==> src/rtl/uart_frame_parser.sv <==
// Frame assembler behind uart_rx: HEADER, cmd, len, payload[len], checksum -> cmd/len/payload buffer.
// Latency: frame_valid/frame_err pulse one cycle after the rx_done of the deciding byte.
// Backpressure: none; every rx_done strobe is consumed, and stalled frames time out and are dropped.
module uart_frame_parser #(
    parameter logic [7:0] HEADER      = 8'hAA,
    parameter int         MAX_LEN     = 16,
    parameter int         TIMEOUT_CYC = 200000,
    localparam int        AW          = (MAX_LEN > 1) ? $clog2(MAX_LEN) : 1,
    localparam int        LW          = $clog2(MAX_LEN + 1)
) (
    input  logic          clk,
    input  logic          rst,
    input  logic [7:0]    data_byte,
    input  logic          rx_done,
    input  logic [AW-1:0] rd_addr,
    output logic [7:0]    rd_data,
    output logic [7:0]    frame_cmd,
    output logic [LW-1:0] frame_len,
    output logic          frame_valid,
    output logic          frame_err,
    output logic          busy
);

    localparam int          TW    = (TIMEOUT_CYC > 1) ? $clog2(TIMEOUT_CYC) : 1;
    localparam logic [AW:0] DEPTH = (AW + 1)'(MAX_LEN);

    typedef enum logic [2:0] {
        IDLE,
        CMD,
        LEN,
        DATA,
        CHK
    } state_t;

    state_t        state, state_nxt;
    logic [7:0]    cmd_tmp, cmd_nxt;
    logic [LW-1:0] len_tmp, len_nxt;
    logic [AW-1:0] cnt, cnt_nxt;
    logic [7:0]    sum, sum_nxt;
    logic [TW-1:0] tcnt, tcnt_nxt;
    logic [7:0]    fcmd_nxt;
    logic [LW-1:0] flen_nxt;
    logic          valid_nxt;
    logic          err_nxt;
    logic          wr_en;
    logic          last_byte;

    logic [7:0]    pbuf [MAX_LEN];

    assign busy      = (state != IDLE);
    assign last_byte = (LW'(cnt) == (len_tmp - LW'(1)));

    // Addresses past the buffer depth read as zero rather than indexing out of range.
    assign rd_data = ({1'b0, rd_addr} < DEPTH) ? pbuf[rd_addr] : 8'h00;

    always_comb begin
        state_nxt = state;
        cmd_nxt   = cmd_tmp;
        len_nxt   = len_tmp;
        cnt_nxt   = cnt;
        sum_nxt   = sum;
        tcnt_nxt  = tcnt;
        fcmd_nxt  = frame_cmd;
        flen_nxt  = frame_len;
        valid_nxt = 1'b0;
        err_nxt   = 1'b0;
        wr_en     = 1'b0;

        if (rx_done) begin
            // A byte arriving on the expiry cycle still counts, so the timer is cleared first.
            tcnt_nxt = '0;
            case (state)
                IDLE: begin
                    if (data_byte == HEADER) begin
                        state_nxt = CMD;
                    end
                end
                CMD: begin
                    cmd_nxt   = data_byte;
                    sum_nxt   = data_byte;
                    state_nxt = LEN;
                end
                LEN: begin
                    if (data_byte > 8'(MAX_LEN)) begin
                        err_nxt   = 1'b1;
                        state_nxt = IDLE;
                    end else if (data_byte == 8'h00) begin
                        len_nxt   = '0;
                        state_nxt = CHK;
                    end else begin
                        len_nxt   = data_byte[LW-1:0];
                        cnt_nxt   = '0;
                        sum_nxt   = sum + data_byte;
                        state_nxt = DATA;
                    end
                end
                DATA: begin
                    wr_en   = 1'b1;
                    sum_nxt = sum + data_byte;
                    cnt_nxt = cnt + AW'(1);
                    if (last_byte) begin
                        state_nxt = CHK;
                    end
                end
                CHK: begin
                    if (data_byte == sum) begin
                        valid_nxt = 1'b1;
                        fcmd_nxt  = cmd_tmp;
                        flen_nxt  = len_tmp;
                    end else begin
                        err_nxt = 1'b1;
                    end
                    state_nxt = IDLE;
                end
                default: begin
                    state_nxt = IDLE;
                end
            endcase
        end else if (state != IDLE) begin
            if (tcnt == TW'(TIMEOUT_CYC - 1)) begin
                err_nxt   = 1'b1;
                tcnt_nxt  = '0;
                state_nxt = IDLE;
            end else begin
                tcnt_nxt = tcnt + TW'(1);
            end
        end
    end

    always_ff @(posedge clk) begin
        if (rst) begin
            state       <= IDLE;
            cmd_tmp     <= '0;
            len_tmp     <= '0;
            cnt         <= '0;
            sum         <= '0;
            tcnt        <= '0;
            frame_cmd   <= '0;
            frame_len   <= '0;
            frame_valid <= 1'b0;
            frame_err   <= 1'b0;
            for (int i = 0; i < MAX_LEN; i++) begin
                pbuf[i] <= 8'h00;
            end
        end else begin
            state       <= state_nxt;
            cmd_tmp     <= cmd_nxt;
            len_tmp     <= len_nxt;
            cnt         <= cnt_nxt;
            sum         <= sum_nxt;
            tcnt        <= tcnt_nxt;
            frame_cmd   <= fcmd_nxt;
            frame_len   <= flen_nxt;
            frame_valid <= valid_nxt;
            frame_err   <= err_nxt;
            if (wr_en) begin
                pbuf[cnt] <= data_byte;
            end
        end
    end

endmodule
==> config.mk <==
export PLATFORM = sky130hd
export DESIGN_NAME = uart_frame_parser
export DESIGN_NICKNAME = d
export VERILOG_FILES = /design/src/rtl/uart_frame_parser.sv
export SDC_FILE = /design/constraint.sdc
export NUM_CORES = 1
export LEC_CHECK = 0
export CAP_MARGIN = 0
export CORE_ASPECT_RATIO = 0.75
export CORE_MARGIN = 10
export CORE_UTILIZATION = 50
export DETAILED_ROUTE_END_ITERATION = 6
export GPL_ROUTABILITY_DRIVEN = 0
export PLACE_DENSITY = 0.77
export SLEW_MARGIN = 20
export SYNTH_ARGS = -nofsm -noshare
export SYNTH_HDL_FRONTEND = slang
export SYNTH_SLANG_ARGS = --single-unit
==> constraint.sdc <==
create_clock -name clk -period 7.1 [get_ports clk]
set_input_delay 1.42 -clock clk [delete_from_list [all_inputs] [get_ports clk]]
set_output_delay 1.42 -clock clk [all_outputs]
set_load 0.05 [all_outputs]
# == Word level (Yosys, flattened, before mapping) ==
# Memories as Yosys holds them, arrays and structs flattened.
# Cells that the tools add are included.
# totals
memories,1
ff_bits,61
elab_cells,80
ramBits,128
# memory_table
name,depth,width,rd,rd_ports_with_merged_regs,wr,line,text
pbuf,16,8,1,0,16,48,logic [7:0] pbuf [MAX_LEN];
# op_classes
n_addsub,4
eq_ne,12
muxes,33
bitwise,3
n_lt_le_gt_ge,1
reduce_logical,16
# op_table
op,count
$mux W8,3
$pmux W8 S3,1
$mux W3,7
$add A18 B1 Y18 const B,1
$eq A18 B18 Y1 const B,1
$mux W18,1
$mux W1,14
$mux W4,3
$pmux W3 S4,1
$reduce_and A4 Y1,3
$add A8 B8 Y8,1
$eq A8 B8 Y1,1
$eq A8 B8 Y1 const B,1
$gt A8 B5 Y1 const B,1
$logic_not A8 Y1,1
$pmux W4 S2,1
$reduce_or A8 Y1,1
$eq A3 B2 Y1 const B,2
$ne A3 B3 Y1 const B,2
$reduce_and A3 Y1,2
$reduce_bool A2 Y1,3
$reduce_bool A3 Y1,2
$eq A4 B5 Y1,1
$mux W5,1
11 further kinds,14

# == Logic depth before layout (Yosys ltp) ==
# logic_depth
ltp_word,8
mapped_depth,9
mapped_depth_nobuf,9

# == Worst setup path after synthesis ==
# OpenSTA, ideal clock, no wires.
# synth_path
path_type,in2out
from,input rd_addr[0]
to,output rd_data[0]
slack_ns,2.588
required_ns,5.680
arrival_ns,3.092
path_buffers,2
stages,4
path_cell_list,clkbuf_1 buf_2 mux4_2 mux4_2
# synth_between
elab_chain_len,1
# synth_lines
item,line,text
"start, declared",15,"input logic [AW-1:0] rd_addr,"
$mem_v2 Z16 W8,--,
"end, declared",16,"output logic [7:0] rd_data,"
# Every way passes these cells.

# == Worst setup path in the final report ==
# layout_path
from,input rd_addr[1]
to,output rd_data[1]
# Same word-level chain as after synthesis.

==> flow_metrics.env <==
export IMPL_drt_met1_wl_mm=8.83
export IMPL_drtAntennaViolNets=0
export IMPL_num_rows=42
export IMPL_power_share_clock_pct=40.7
export IMPL_cp_arrival_ns=3.89
export IMPL_tritoncts="yes"
export IMPL_multi_input_area_mm2=0.00369
export IMPL_syn_area_mm2=0.00906
export IMPL_topRoutingLayerUsed="met4"
export IMPL_synth_largest_area_cell="edfxtp_1"
export IMPL_ys_warn_count=0
export IMPL_cts_buffers=17
export IMPL_max_stage_delay_ns=0.73
export IMPL_start_kind="primary input"
export IMPL_reg2reg_slack_ns=3.68
export IMPL_die_area_mm2=0.0240
export IMPL_seqPwrFrac_pct=52.3
export IMPL_wl_met2_mm=9.70
export IMPL_reg2reg_depth=6
export IMPL_final_nets=774
export IMPL_crit_path_top_delay_cell="clkdlybuf4s50_1"
export IMPL_fillCellCount=1402
export IMPL_ioPinCount=39
export IMPL_cp_end_kind="output pin"
export IMPL_fin_skew_ns=0.0136
export IMPL_fp_dieW_um=175
export IMPL_yosysMostFrequentCell="edfxtp_1"
export IMPL_ir_drop_mv=0.136
export IMPL_slew_headroom_pct=26.5
export IMPL_grt_overflow=0
export IMPL_avgSynthCellArea_um2=12.3
export IMPL_syn_inst=739
export IMPL_drt_iter0_markers=609
export IMPL_maxCapViolCount=0
export IMPL_first_pass_iters=5
export IMPL_postCtsSetupBuffers=0
export IMPL_worst_slack_ns=1.79
export IMPL_final_area_mm2=0.0101
export IMPL_synth_area_leaders="edfxtp_1 42%, dfxtp_1 13%, mux4_2 9.9%, and2_1 6.7%, nor2_1 2.7%"
export IMPL_outcome="finished, final reports clean"
export IMPL_critPathLaunch="rd_addr[1]"
export IMPL_power_leakage_nw=3.53
export IMPL_drive_gt1_share_pct=15.0
export IMPL_hold_violations=0
export IMPL_synth_top_area_share_pct=42.4
export IMPL_drv_slew=0
export IMPL_grt_total_usage_pct=18.3
export IMPL_critPathBufInv=3
export IMPL_async_reset_ff_share_pct=0
export IMPL_synth_seq_area_share_pct=55.9
export IMPL_power_frac_comb_pct=7.0
export IMPL_setup_viol=0
export IMPL_rsz0062_at_grt="no"
export IMPL_route_detailed_drc=0
export IMPL_dp_hpwl_mm=14.9
export IMPL_pre_cts_ws_ns=1.53
export IMPL_path_cells="clkdlybuf4s50_1, buf_4, mux4_2, mux4_2, clkdlybuf4s50_1"
export IMPL_reg2reg_to="pbuf[1][3]"
export IMPL_required_ns=5.68
export IMPL_n_antenna_cell=0
export IMPL_antenna_found_initial=0
export IMPL_vias=5886
export IMPL_synth_edf_count=128
export IMPL_avgViaCountPerCell=5.89
export IMPL_p_sw_uw=560
export IMPL_ctsHoldBuffers=0
export IMPL_r2r_start="state[1]"
export IMPL_max_freq_ghz=0.188
export IMPL_grt_max_degree=63
export IMPL_grt_pass1_wl_mm=33.6
export IMPL_crit_type="in2out"
export IMPL_io_buffer_count=38
export IMPL_p_per_area_mw_per_mm2=232
export IMPL_cts_num_sinks=189
export IMPL_ys_flop_type="edfxtp_1"
export IMPL_drt_wl_total_mm=21.5
export IMPL_path_delay_family="buffers and inverters"
export IMPL_cp_num_cells=5
export IMPL_fin_util_pct=57.0
export IMPL_synth_nets=768
export IMPL_synthToLayoutAreaGrowth_pct=11.5
export IMPL_synth_cell_types=62
export IMPL_dpl_cell_area_mm2=0.00949
export IMPL_switching_share_pct=23.9
export IMPL_wl_met3_mm=2.74
export IMPL_min_path_type="reg2reg"
export IMPL_min_period_over_period_pct=74.8
export IMPL_crit_end="rd_data[1]"
export IMPL_core_region_area_mm2=0.0177
export IMPL_path_max_fanout=32
export IMPL_synthTopCellsByCount="128 x edfxtp_1, 97 x and2_1, 64 x nor2_1"
export IMPL_first_global_vias=5669
export IMPL_htree_levels=4
export IMPL_start_util_pct=51.2
export IMPL_hp_start="cmd_tmp[6]"
export IMPL_p_int_mw=1.79
export IMPL_synth_ff_latch_count=189
export IMPL_seq_area_mm2=0.00506
export IMPL_worstMarginPinSlew_ns=1.09
export IMPL_setup_tns_ns=0
export IMPL_cts_root_buffer_cell="clkbuf_16"
export IMPL_period_needed_ns=5.31
export IMPL_path_clk_slew_ns=0.08
export IMPL_clk_path_buf_depth=2
export IMPL_wire_per_inst_um=21.5
export IMPL_fp_dieH_um=137
export IMPL_cts_resized=0
export IMPL_clkLatencyLatePin_ns=0.43
metal layers:
| layer | global-route usage (%) | vias to the layer above |
|---|---|---|
| met1 | 24.4 | 2869 |
| met4 | 5.12 | 0 |
| met3 | 7.54 | 24 |
| met5 | 0 | - |
| met2 | 27.1 | 317 |
| li1 | - | 2676 |
flip-flops by register name, summed over array words and instances (netlist names), 4 cells and up:
signal     flops
cnt            4
pbuf         128
cmd_tmp        8
len_tmp        5
tcnt          18
sum            8
frame_len      5
frame_cmd      8
how the worst min path moves through the flow:
stage,depth (start not counted),slack (ns),to
floorplan,2,0.44,cmd_tmp[0]
global placement,2,0.44,cmd_tmp[1]
detailed placement,2,0.45,cmd_tmp[2]
CTS,2,0.46,cmd_tmp[4]
global route,2,0.48,cmd_tmp[2]
finish,2,0.46,cmd_tmp[6]
stage by stage:
stage | hold WS, ns | total power, mW | instances
global placement | 0.445 | 1.41 | 968
finish | 0.463 | 2.35 | 1000
floorplan | 0.436 | 1.35 | 739
global route | 0.484 | 2.41 | 1000
CTS | 0.464 | 2.35 | 1000
detailed placement | 0.450 | 1.41 | 968
final cells by class:
cell class | instances | share of cell area, %
repair buffers | 42 | 3.99
flip-flops and latches | 189 | 50.1
clock buffers | 20 | 4.84
well taps | 242 | 3.00
clock inverters | 12 | 1.13
inverters | 10 | 0.372
multi-input cells | 485 | 36.5
logic make-up after synthesis:
group                      synth area share (%)
DFF                                        55.9
buffers and inverters                      3.37
adders and majority gates                  2.02
and+or+nand+nor                            19.4
xor gates and xnor gates                   2.79
AOI/OAI and AO/OA                          4.21
muxes                                      12.3
power by group through the flow:
stage	Sequential (mW)	Clock (mW)	Combinational [mW]
global route	1.23	1.01	0.174
detailed placement	1.25	0	0.165
finish	1.23	0.955	0.165
CTS	1.22	0.965	0.165
global placement	1.25	0	0.159
floorplan	1.23	0	0.116
worst reg2reg max path, stage by stage (launching register included):
cell and delay, ns:
dfxtp_1 0.49, and2b_1 0.40, nand3_1 0.22, nor2_1 0.27
nand2_1 0.35, nor3_1 0.95, or2_2 0.42
layout by cell type (no fill, tap or decap), drive strengths merged, types with 2 or more instances in the layout:
| cell | count |
|---|---|
| or3 | 3 |
| a21oi | 21 |
| nand4b | 2 |
| inv | 16 |
| nor3b | 2 |
| xor2 | 9 |
| edfxtp | 128 |
| buf | 6 |
| dfxtp | 61 |
| mux2i | 19 |
| xnor2 | 19 |
| o22ai | 2 |
| and3 | 8 |
| a2bb2oi | 2 |
| a2111oi | 2 |
| nand3 | 12 |
| a211oi | 3 |
| mux4 | 40 |
| nand2b | 5 |
| nor3 | 35 |
| or2 | 20 |
| nand2 | 36 |
| and2 | 98 |
| clkbuf | 20 |
| o21a | 3 |
| clkdlybuf4s50 | 36 |
| clkinv | 5 |
| ha | 13 |
| nor2b | 8 |
| o31ai | 2 |
| nor4 | 13 |
| mux2 | 2 |
| nand4 | 3 |
| o21ai | 10 |
| nor2 | 72 |
| a311oi | 5 |
No activity file was read; power rests on OpenSTA's default activity.
